<file path="src/rtl/axi_ic_pkg.sv">
// Shared constants and state encoding for the AXI4 read interconnect blocks.
package axi_ic_pkg;

   localparam logic [1:0] RESP_OKAY   = 2'b00;
   localparam logic [1:0] RESP_SLVERR = 2'b10;
   localparam logic [1:0] RESP_DECERR = 2'b11;

   typedef enum logic [1:0] {
      ST_IDLE = 2'd0,
      ST_ADDR = 2'd1,
      ST_DATA = 2'd2,
      ST_ERR  = 2'd3
   } rd_state_t;

endpackage

</file>
<file path="src/rtl/rr_arbiter.sv">
// Round-robin arbiter: searches upward from last_grant+1 and returns a one-hot grant.
module rr_arbiter #(
   parameter int NUM_REQ = 4,
   localparam int IW     = $clog2(NUM_REQ)
) (
   input  logic [NUM_REQ-1:0] req,
   input  logic [IW-1:0]      last_grant,
   output logic [NUM_REQ-1:0] grant
);

   always_comb begin
      logic          found;
      logic [IW-1:0] idx;
      grant = '0;
      found = 1'b0;
      idx   = '0;
      for (int i = 1; i <= NUM_REQ; i++) begin
         idx = IW'((32'(last_grant) + 32'(i)) % NUM_REQ);
         if (!found && req[idx]) begin
            grant[idx] = 1'b1;
            found      = 1'b1;
         end
      end
   end

endmodule

</file>
<file path="src/rtl/axi_rd_router.sv">
// AXI4 read-channel router: N masters to M slaves, one transaction in flight,
// round-robin grant, address decode, DECERR bursts for unmapped addresses.
module axi_rd_router
   import axi_ic_pkg::*;
#(
   parameter int NUM_MASTERS = 4,
   parameter int NUM_SLAVES  = 2,
   parameter int DATA_WIDTH  = 64,
   parameter int ADDR_WIDTH  = 32,
   parameter int ID_WIDTH    = 4,
   parameter logic [NUM_SLAVES*ADDR_WIDTH-1:0] SLAVE_BASE = {32'h8000_0000, 32'h0},
   parameter logic [NUM_SLAVES*ADDR_WIDTH-1:0] SLAVE_MASK = {32'h8000_0000, 32'h8000_0000},
   localparam int MIDX_W = $clog2(NUM_MASTERS),
   localparam int SIDX_W = (NUM_SLAVES > 1) ? $clog2(NUM_SLAVES) : 1,
   localparam int SID_W  = ID_WIDTH + MIDX_W
) (
   input  logic                              ACLK,
   input  logic                              ARESETn,
   input  logic [NUM_MASTERS*ID_WIDTH-1:0]   m_ARID,
   input  logic [NUM_MASTERS*ADDR_WIDTH-1:0] m_ARADDR,
   input  logic [NUM_MASTERS*8-1:0]          m_ARLEN,
   input  logic [NUM_MASTERS*3-1:0]          m_ARSIZE,
   input  logic [NUM_MASTERS*2-1:0]          m_ARBURST,
   input  logic [NUM_MASTERS-1:0]            m_ARVALID,
   output logic [NUM_MASTERS-1:0]            m_ARREADY,
   output logic [ID_WIDTH-1:0]               m_RID,
   output logic [DATA_WIDTH-1:0]             m_RDATA,
   output logic [1:0]                        m_RRESP,
   output logic                              m_RLAST,
   output logic [NUM_MASTERS-1:0]            m_RVALID,
   input  logic [NUM_MASTERS-1:0]            m_RREADY,
   output logic [SID_W-1:0]                  s_ARID,
   output logic [ADDR_WIDTH-1:0]             s_ARADDR,
   output logic [7:0]                        s_ARLEN,
   output logic [2:0]                        s_ARSIZE,
   output logic [1:0]                        s_ARBURST,
   output logic [NUM_SLAVES-1:0]             s_ARVALID,
   input  logic [NUM_SLAVES-1:0]             s_ARREADY,
   input  logic [NUM_SLAVES*SID_W-1:0]       s_RID,
   input  logic [NUM_SLAVES*DATA_WIDTH-1:0]  s_RDATA,
   input  logic [NUM_SLAVES*2-1:0]           s_RRESP,
   input  logic [NUM_SLAVES-1:0]             s_RLAST,
   input  logic [NUM_SLAVES-1:0]             s_RVALID,
   output logic [NUM_SLAVES-1:0]             s_RREADY,
   output rd_state_t                         dbg_state
);

   // Handshake rule: a beat or address transfers on a rising ACLK edge where
   // valid and ready are both high; valid never waits on ready.
   rd_state_t state, state_nxt;

   logic [NUM_MASTERS-1:0] grant_oh;
   logic [MIDX_W-1:0]      grant_idx, g_q, last_grant;
   logic [SIDX_W-1:0]      dec_sel, sel_q;
   logic                   dec_hit;
   logic [ADDR_WIDTH-1:0]  gnt_addr, addr_q;
   logic [ID_WIDTH-1:0]    id_q;
   logic [7:0]             len_q, beat_cnt;
   logic [2:0]             size_q;
   logic [1:0]             burst_q;

   logic [ID_WIDTH-1:0]    slv_rid;
   logic [DATA_WIDTH-1:0]  slv_rdata;
   logic [1:0]             slv_rresp;
   logic                   slv_rlast, slv_rvalid;
   logic                   unused_rid_hi;

   rr_arbiter #(.NUM_REQ(NUM_MASTERS)) u_arb (
      .req        (m_ARVALID),
      .last_grant (last_grant),
      .grant      (grant_oh)
   );

   always_comb begin
      grant_idx = '0;
      for (int i = 0; i < NUM_MASTERS; i++)
         if (grant_oh[i]) grant_idx = MIDX_W'(i);
   end

   assign gnt_addr = m_ARADDR[grant_idx*ADDR_WIDTH +: ADDR_WIDTH];

   // Descending scan so the lowest matching slave index is the one left standing.
   always_comb begin
      dec_hit = 1'b0;
      dec_sel = '0;
      for (int k = NUM_SLAVES - 1; k >= 0; k--) begin
         if ((gnt_addr & SLAVE_MASK[k*ADDR_WIDTH +: ADDR_WIDTH]) ==
             SLAVE_BASE[k*ADDR_WIDTH +: ADDR_WIDTH]) begin
            dec_hit = 1'b1;
            dec_sel = SIDX_W'(k);
         end
      end
   end

   always_comb begin
      slv_rid    = '0;
      slv_rdata  = '0;
      slv_rresp  = '0;
      slv_rlast  = 1'b0;
      slv_rvalid = 1'b0;
      for (int k = 0; k < NUM_SLAVES; k++) begin
         if (SIDX_W'(k) == sel_q) begin
            slv_rid    = s_RID[k*SID_W +: ID_WIDTH];
            slv_rdata  = s_RDATA[k*DATA_WIDTH +: DATA_WIDTH];
            slv_rresp  = s_RRESP[k*2 +: 2];
            slv_rlast  = s_RLAST[k];
            slv_rvalid = s_RVALID[k];
         end
      end
   end

   assign unused_rid_hi = ^s_RID;

   always_ff @(posedge ACLK or negedge ARESETn) begin
      if (!ARESETn) begin
         state      <= ST_IDLE;
         last_grant <= MIDX_W'(NUM_MASTERS - 1);
         g_q        <= '0;
         sel_q      <= '0;
         id_q       <= '0;
         addr_q     <= '0;
         len_q      <= '0;
         size_q     <= '0;
         burst_q    <= '0;
         beat_cnt   <= '0;
      end else begin
         state <= state_nxt;
         case (state)
            ST_IDLE: if (|m_ARVALID) begin
               g_q     <= grant_idx;
               sel_q   <= dec_sel;
               id_q    <= m_ARID[grant_idx*ID_WIDTH +: ID_WIDTH];
               addr_q  <= gnt_addr;
               len_q   <= m_ARLEN[grant_idx*8 +: 8];
               size_q  <= m_ARSIZE[grant_idx*3 +: 3];
               burst_q <= m_ARBURST[grant_idx*2 +: 2];
            end
            ST_DATA: if (slv_rvalid && m_RREADY[g_q] && slv_rlast)
               last_grant <= g_q;
            ST_ERR: if (m_RREADY[g_q]) begin
               if (beat_cnt == len_q) begin
                  beat_cnt   <= '0;
                  last_grant <= g_q;
               end else begin
                  beat_cnt <= beat_cnt + 8'd1;
               end
            end
            default: ;
         endcase
      end
   end

   always_comb begin
      state_nxt = state;
      m_ARREADY = '0;
      s_ARVALID = '0;
      m_RVALID  = '0;
      s_RREADY  = '0;
      m_RID     = '0;
      m_RDATA   = '0;
      m_RRESP   = RESP_OKAY;
      m_RLAST   = 1'b0;
      case (state)
         ST_IDLE: begin
            m_ARREADY = grant_oh;
            if (|m_ARVALID) state_nxt = dec_hit ? ST_ADDR : ST_ERR;
         end
         ST_ADDR: begin
            s_ARVALID[sel_q] = 1'b1;
            if (s_ARREADY[sel_q]) state_nxt = ST_DATA;
         end
         ST_DATA: begin
            m_RID           = slv_rid;
            m_RDATA         = slv_rdata;
            m_RRESP         = slv_rresp;
            m_RLAST         = slv_rlast;
            m_RVALID[g_q]   = slv_rvalid;
            s_RREADY[sel_q] = m_RREADY[g_q];
            if (slv_rvalid && m_RREADY[g_q] && slv_rlast) state_nxt = ST_IDLE;
         end
         ST_ERR: begin
            m_RID         = id_q;
            m_RRESP       = RESP_DECERR;
            m_RLAST       = (beat_cnt == len_q);
            m_RVALID[g_q] = 1'b1;
            if (m_RREADY[g_q] && (beat_cnt == len_q)) state_nxt = ST_IDLE;
         end
         default: state_nxt = ST_IDLE;
      endcase
   end

   assign s_ARID    = {g_q, id_q};
   assign s_ARADDR  = addr_q;
   assign s_ARLEN   = len_q;
   assign s_ARSIZE  = size_q;
   assign s_ARBURST = burst_q;
   assign dbg_state = state;

endmodule

</file>
<file path="config.mk">
export PLATFORM = sky130hd
export DESIGN_NAME = axi_rd_router
export DESIGN_NICKNAME = d
export VERILOG_FILES = /design/src/rtl/axi_ic_pkg.sv /design/src/rtl/rr_arbiter.sv /design/src/rtl/axi_rd_router.sv
export SDC_FILE = /design/constraint.sdc
export NUM_CORES = 1
export LEC_CHECK = 0
export ABC_AREA = 1
export ABC_CLOCK_PERIOD_IN_PS = 2600
export BUFFER_PORTS_ARGS = -buffer_cell sky130_fd_sc_hd__buf_2
export CAP_MARGIN = 20
export CELL_PAD_IN_SITES_DETAIL_PLACEMENT = 0
export CELL_PAD_IN_SITES_GLOBAL_PLACEMENT = 1
export CORE_AREA = 4 4 191 193
export CTS_CLUSTER_DIAMETER = 120
export DETAILED_ROUTE_END_ITERATION = 6
export DIE_AREA = 0 0 195 197
export GPL_TIMING_DRIVEN = 0
export PLACE_DENSITY_LB_ADDON = 0.15
export SLEW_MARGIN = 20
export SYNTH_ARGS = -nofsm -noshare
export SYNTH_HDL_FRONTEND = slang
export SYNTH_SLANG_ARGS = --single-unit
</file>
<file path="constraint.sdc">
create_clock -name ACLK -period 2.6 [get_ports ACLK]
set_input_delay 0 -clock ACLK [delete_from_list [all_inputs] [get_ports ACLK]]
set_output_delay 0 -clock ACLK [all_outputs]
set_load 0.02 [all_outputs]
</file>
==> results of run 1 <==
[layout make-up]
class	instances	area [um^2]	area share [%]
antenna	7	17.5	0.160
clock buffer	12	246	2.26
timing repair buffer	543	3030	27.7
inverter	166	633	5.80
clock inverter	4	47.5	0.435
tap	455	569	5.21
sequential	63	1580	14.5
buffer	71	487	4.46
multi-input combinational	927	4320	39.5
[worst max-delay path: stages, from the launching register on]
cell and delay [ns]:
dfstp_2 0.57, clkinv_4 0.08, ha_4 0.30, inv_4 0.04, nand3_4 0.10, nand2_4 0.09, nand2_4 0.10, nor2_4 0.06
nand2_2 0.07, inv_2 0.05, nor2_4 0.23, nand2_4 0.12, buf_12 0.16, buf_12 0.14, nor2_2 0.08, nand2_1 0.08
nand2_1 0.08, nand2_1 0.06, nand2_1 0.07
[state kept, by name (all words and copies together), names as in the netlist]
| signal | cells |
|---|---|
| s_ARSIZE | 3 |
| s_ARLEN | 8 |
| sel_q | 1 |
| id_q | 4 |
| g_q | 2 |
| last_grant | 2 |
| dbg_state | 2 |
| s_ARADDR | 31 |
| s_ARBURST | 2 |
| beat_cnt | 8 |
[synth_stat cells (3+ instances only)]
cell	instances	area (um^2)
nand2_1	497	1870
nor2_1	172	646
inv_1	159	597
a21oi_1	111	556
dfrtp_1	61	1530
nand3_1	47	235
nand4_1	39	244
clkbuf_1	34	128
buf_2	19	95.1
buf_1	11	41.3
o21ai_0	11	55.1
ha_1	9	113
nor3_1	8	40.0
xnor2_1	8	70.1
buf_6	6	67.6
nand2_2	6	37.5
inv_2	5	18.8
buf_4	4	30.0
nor3b_1	4	30.0
nand3_2	3	30.0
o22ai_1	3	18.8
[cell families after synthesis]
logic type,Yosys count,share of synthesized area [%]
AND/OR/NAND/NOR,781,48.3
AO/OA/AOI/OAI,127,9.77
XOR/XNOR,8,1.06
multiplexers,2,0.304
buffers and inverters,240,14.9
flip-flops,63,23.9
adder cells (fa/ha/maj),9,1.71
[through the flow]
stage | hold WS (ns) | cell area, um^2 | TNS, ns
3_3_place_gp | 0.329 | 9600 | -26.93
3_5_place_dp | -0.0570 | 9630 | -26.94
4_1_cts | 0.000980 | 10600 | 0
5_1_grt | 0.0305 | 10900 | -2.60
2_1_floorplan | -0.296 | 6590 | 0
6_report | 0.0142 | 10900 | 0
[power by group through the flow]
stage                     sequential (W)  clock (W)  combinational [W]
after global routing             0.00197    0.00137             0.0150
final                            0.00190    0.00129             0.0135
after global placement           0.00194          0             0.0119
after CTS                        0.00191    0.00133             0.0128
after detailed placement         0.00194          0             0.0119
after floorplan                  0.00233          0            0.00719
[how the worst max path moves through the flow]
stage,start,endpoint,slack (ns)
CTS,dbg_state[0],s_ARADDR[21],0.004
detailed placement,last_grant[1],s_ARADDR[29],-0.64
finish,last_grant[0],s_ARSIZE[2],0.04
global placement,last_grant[1],s_ARADDR[29],-0.63
floorplan,last_grant[0],s_ARADDR[21],0.14
global route,last_grant[0],s_ARSIZE[2],-0.12
[routing by layer]
layer | up-vias | global-route usage (%)
met1 | 4369 | 22.9
met3 | 49 | 5.91
met4 | 14 | 5.43
met2 | 341 | 36.3
met5 | - | 0
li1 | 4862 | -
[timing repair]
| action | 4_1_cts | 5_1_grt |
|---|---|---|
| endpoints found under the hold margin | 99 | 0 |
| gates cloned | 1 | 0 |
| resized for setup | 58 | 91 |
| endpoints found under the setup margin | 103 | 57 |
| hold buffers | 38 | 0 |
| setup buffers | 8 | 9 |
| pin swaps | 9 | 22 |
==> qor.yml, run 1 <==
cp.arrival_ns: 2.85
wl_per_cell_um: 18.0
regToRegStartpoint: "last_grant[0]"
placed_cells: 2173
die_area_um2: 38400
reg2reg_slack_ns: 0.04
cts_tree: "built"
maxCapViolations: 0
dpl.hpwl_mm: 33.4
layout_commonest_cell: "buf_2"
start_util_pct: 19.1
die_w_um: 195
critPathMaxFanout: 7
nNetsFinal: 2146
fin_crit_ns: 2.56
cts-root-buf: "clkbuf_16"
synthesis.area_um2: 6590
grt-ovfl-total: 0
drc: 0
final_core_util_pct: 31.6
htree_levels: 3
wl_met3_mm: 2.97
area_growth_pct: 65.7
hold_path_class: "input pin to flop"
grt_max_degree: 42
place_congestion: 0.924
fillers: 4113
holdPathStages: 5
num_rows: 68
status: "completed"
worst_pin_slew_ns: 0.763
cp.required_ns: 2.90
p_clk_share_pct: 7.7
layout_common_cells: "490 x buf_2, 481 x nand2_1, 157 x inv_1, 145 x nor2_1, 101 x a21oi_1"
switching_power_w: 0.00974
wl_met2_mm: 20.8
cts.sink_count: 63
criticalPathCategory: "flop to flop"
highest-signal-layer: "met5"
synth-edff-count: 0
swShare_pct: 58.3
syn_area_per_cell_um2: 5.36
clock_latency_ns: 0.36
vias: 9635
endpoint_kind: "flop"
total_power_w: 0.0167
setup_slack_ns: 0.0416
clockBufferDepth: 2
setup_viol: 0
grt_pass1_vias: 9559
numCtsBuffers: 9
p_leak_nw: 6.37
fp.coreArea_um2: 34500
grt_setup_unrepaired: "true"
whs_endpoint: "s_ARADDR[13]"
power_density_nw_per_um2: 1530
drt_iter0_drc: 385
drtAntennaViolNets: 0
slew_viol_final: 0
fin_skew_ns: 0.00836
hold_violations: 0
yosys_warnings: 0
r2r_cells: 18
ios: 492
grt_pass1_wl_mm: 59.1
die_y_um: 197
relSlewSlack_pct: 49.1
place_ws_ns: -0.637
yosysSeqAreaShare_pct: 23.9
min_period_over_period_pct: 98.4
synth_cell_types: 30
r2r-end: "s_ARSIZE[2]"
drt_wl_total_mm: 40.5
p_int_w: 0.00695
grtUsageTotal_pct: 20.0
max-vdd-ir-drop_mv: 0.588
antenna_found_initial: 15
syn-instance-count: 1230
cp-start-kind: "flop"
ys_ff_latch: 63
synth_ff_type: "dfrtp_1"
fmax_ghz: 0.391
port-buffer-count: 487
drive_gt1_share_pct: 35.8
async_reset_ff_share_pct: 100
vias_per_cell: 4.29
holdCritStartpoint: "m_ARADDR[77]"
syn_nets: 1595
cts.clk_slew.worst_paths_ns: 0.06
first_pass_iters: 7
sequentialPowerShare_pct: 11.4
p_comb_share_pct: 80.9
wl_met1_mm: 15.8
fin_cells: 2248
Note: power is estimated with default switching activity, not from simulation.
==> run 2, diff against run 1 <==
--- a/config.mk
+++ b/config.mk
@@ -7,7 +7,7 @@
 export LEC_CHECK = 0
 export ABC_AREA = 1
 export ABC_CLOCK_PERIOD_IN_PS = 2600
-export BUFFER_PORTS_ARGS = -buffer_cell sky130_fd_sc_hd__buf_2
+export BUFFER_PORTS_ARGS = -buffer_cell sky130_fd_sc_hd__clkbuf_2
 export CAP_MARGIN = 20
 export CELL_PAD_IN_SITES_DETAIL_PLACEMENT = 0
 export CELL_PAD_IN_SITES_GLOBAL_PLACEMENT = 1
@@ -16,7 +16,8 @@
 export DETAILED_ROUTE_END_ITERATION = 6
 export DIE_AREA = 0 0 195 197
 export GPL_TIMING_DRIVEN = 0
-export PLACE_DENSITY_LB_ADDON = 0.15
+export PLACE_DENSITY = 0.79
+export REMOVE_ABC_BUFFERS = 1
 export SLEW_MARGIN = 20
 export SYNTH_ARGS = -nofsm -noshare
 export SYNTH_HDL_FRONTEND = slang
==> run 2 against run 1 <==
The flow now finishes with violations (setup timing). Non-clock buffer count decreased by 1. Setup slack got worse by 0.076 ns. Routed wire length increased by 15%. Via count increased by 4.7%. Critical path depth decreased by 2. Flip-flop and latch count unchanged. Sequential power increased by 4%. Clock power about the same. Final area increased by 8.4%. Combinational power increased by 24%. Clock-buffer cell count unchanged. Worst hold slack got worse by 0.0050 ns.
==> qor.yml, run 2 (same netlist as run 1, synthesis figures left out) <==
crit_chain: "clkinv_4, ha_4, nand3_4, nand2_4, nand3_1, nand2_2, clkinvlp_4, nand3_4, nand2_8, nand2_8, buf_12, nand2_4, nand2_2, nand2_1, nand2_1, nand2_1"
hold_violations: 0  # unchanged
drc: 0  # unchanged
min_period_over_period_pct: 101  # +2.9 points
setup_viol: 8  # +8
wl_per_cell_um: 20.5  # +14%
multi_input_area_um2: 4740  # +9.7%
cp.required_ns: 2.84  # -0.06 ns
fin_skew_ns: 0.0101  # +0.00172 ns
dpl.hpwl_mm: 28.2  # -16%
status: "finished with violations"
fin_crit_ns: 2.63  # +0.0761 ns
violations: "setup timing"
place_area_um2: 9430  # -2.1%
numCtsBuffers: 9  # unchanged
fillers: 3837  # -6.7%
clock_latency_ns: 0.35  # about the same
drtAntennaViolNets: 0  # unchanged
regArea_um2: 1580  # +0.24%
cts.clk_slew.worst_paths_ns: 0.06  # about the same
fin_area_um2: 11800  # +8.4%
htree_levels: 3  # unchanged
cp-start-kind: "flop"
drt_wl_total_mm: 46.4  # +15%
p_leak_nw: 6.82  # +7.1%
layout_commonest_cell: "clkbuf_2"
grtUsageTotal_pct: 21.9  # +2.0 points
place_congestion: 0.922  # -0.23%
critPathMaxFanout: 7  # unchanged
criticalPathCategory: "flop to flop"
endpoint_kind: "flop"
hold_path_class: "input pin to flop"
die_w_um: 195  # unchanged
grt_max_degree: 88  # +110%
cts-root-buf: "clkbuf_16"
setup_slack_ns: -0.0345  # -0.0761 ns
slowest_delay_ns: 0.57  # about the same
grt_setup_unrepaired: "true"
first_pass_iters: 5  # -2
die_y_um: 197  # unchanged
crit_slowest_cell: "dfstp_2"
worst_pin_slew_ns: 0.550  # -0.213 ns
vias_per_cell: 4.46  # +4.0%
drt_iter0_drc: 449  # +17%
antenna_found_initial: 5  # -10
area_growth_pct: 79.6
max-vdd-ir-drop_mv: 0.914  # +55%
fp.coreArea_um2: 34500  # unchanged
grt_pass1_wl_mm: 63.2  # +6.9%
num_rows: 68  # unchanged
layout_common_cells: "485 x clkbuf_2, 450 x nand2_1, 168 x nor2_1, 155 x inv_1, 97 x a21oi_1"
r2r_cells: 16  # -2
port-buffer-count: 487  # unchanged
slew_viol_final: 0  # unchanged
grt_pass1_vias: 10200  # +6.3%
vias: 10100  # +4.7%
cp.arrival_ns: 2.87  # +0.02 ns
fmax_ghz: 0.380  # -2.9%
start_util_pct: 19.1  # unchanged
cp_common_cell: "nand2_1"
largest_reg_flops: 31  # unchanged
ios: 492  # unchanged
drive_gt1_share_pct: 37.8  # +2.0 points
place_ws_ns: -1.90  # -1.26 ns
final_core_util_pct: 34.3  # +2.7 points
whs_ns: 0.00925  # -0.00499 ns
holdPathStages: 5  # unchanged
cts_tree: "built"
nNetsFinal: 2167  # +0.98%
relSlewSlack_pct: 63.0  # +14 points
maxCapViolations: 0  # unchanged
die_area_um2: 38400  # unchanged
cts.sink_count: 63  # unchanged
clockBufferDepth: 2  # unchanged
grt-ovfl-total: 0  # unchanged
power_density_nw_per_um2: 1700  # +11%
-- run 2: worst paths after layout --
kind	startpoint	end	slack [ns]
min	m_ARADDR[94]	s_ARADDR[30]	0.009
max in group asynchronous	ARESETn	last_grant[0]	1.74
min reg2reg	s_ARADDR[28]	s_ARADDR[28]	0.48
max reg2reg	last_grant[0]	s_ARLEN[7]	-0.03
min in group asynchronous	ARESETn	s_ARADDR[26]	0.19
max	last_grant[0]	s_ARLEN[7]	-0.03
-- run 2: per-layer routing --
| metal | share of wire [%] | wire length [um] | vias up | global-route usage [%] |
|---|---|---|---|---|
| met4 | 4.4 | 2060 | 0 | 10.2 |
| li1 | - | - | 4949 | - |
| met1 | 38 | 17600 | 4579 | 24.2 |
| met3 | 6.7 | 3120 | 97 | 5.16 |
| met2 | 51 | 23600 | 460 | 39.9 |
| met5 | 0 | 0 | - | 0 |
-- run 2: worst max-delay path, delay by kind of cell (launching register included) --
| family | cells | cell delay [ns] |
|---|---|---|
| buf+inv | 3 | 0.36 |
| fa+ha+maj | 1 | 0.31 |
| flops | 1 | 0.57 |
| simple gates | 12 | 1.25 |
-- run 2: power by group --
part / internal [W] / switching, W / total [W] / leakage (nW)
sequential: 0.00150 / 0.000479 / 0.00198 / 0.724
clock: 0.000789 / 0.000501 / 0.00129 / 0.145
combinational: 0.00580 / 0.0110 / 0.0168 / 5.95
total: 0.00810 / 0.0120 / 0.0201 / 6.82
-- run 2: timing repair --
item | in CTS | in global routing
buffers inserted | 38 | 16
pin swaps | 23 | 29
endpoints found under the setup margin | 102 | 52
cloned | 20 | 9
hold buffers | 62 | 0
resized for setup | 59 | 79
endpoints found under the hold margin | 68 | 0
-- run 2: layout make-up --
type	count	area share [%]
Inverter	166	5.57
Tap cell	455	4.81
Multi-Input combinational cell	949	40.0
Clock buffer	12	2.17
Sequential cell	63	13.4
Clock inverter	3	0.359
Timing Repair Buffer	613	33.7
Antenna cell	2	0.0423
-- run 2: stage by stage --
stage	power, W	TNS, ns	cells
6_report	0.0201	-0.102	2263
5_1_grt	0.0216	-4.84	2263
4_1_cts	0.0185	0	2238
3_5_place_dp	0.0132	-90.14	2104
3_3_place_gp	0.0123	-289.34	2098
2_1_floorplan	0.00891	-67.48	1156
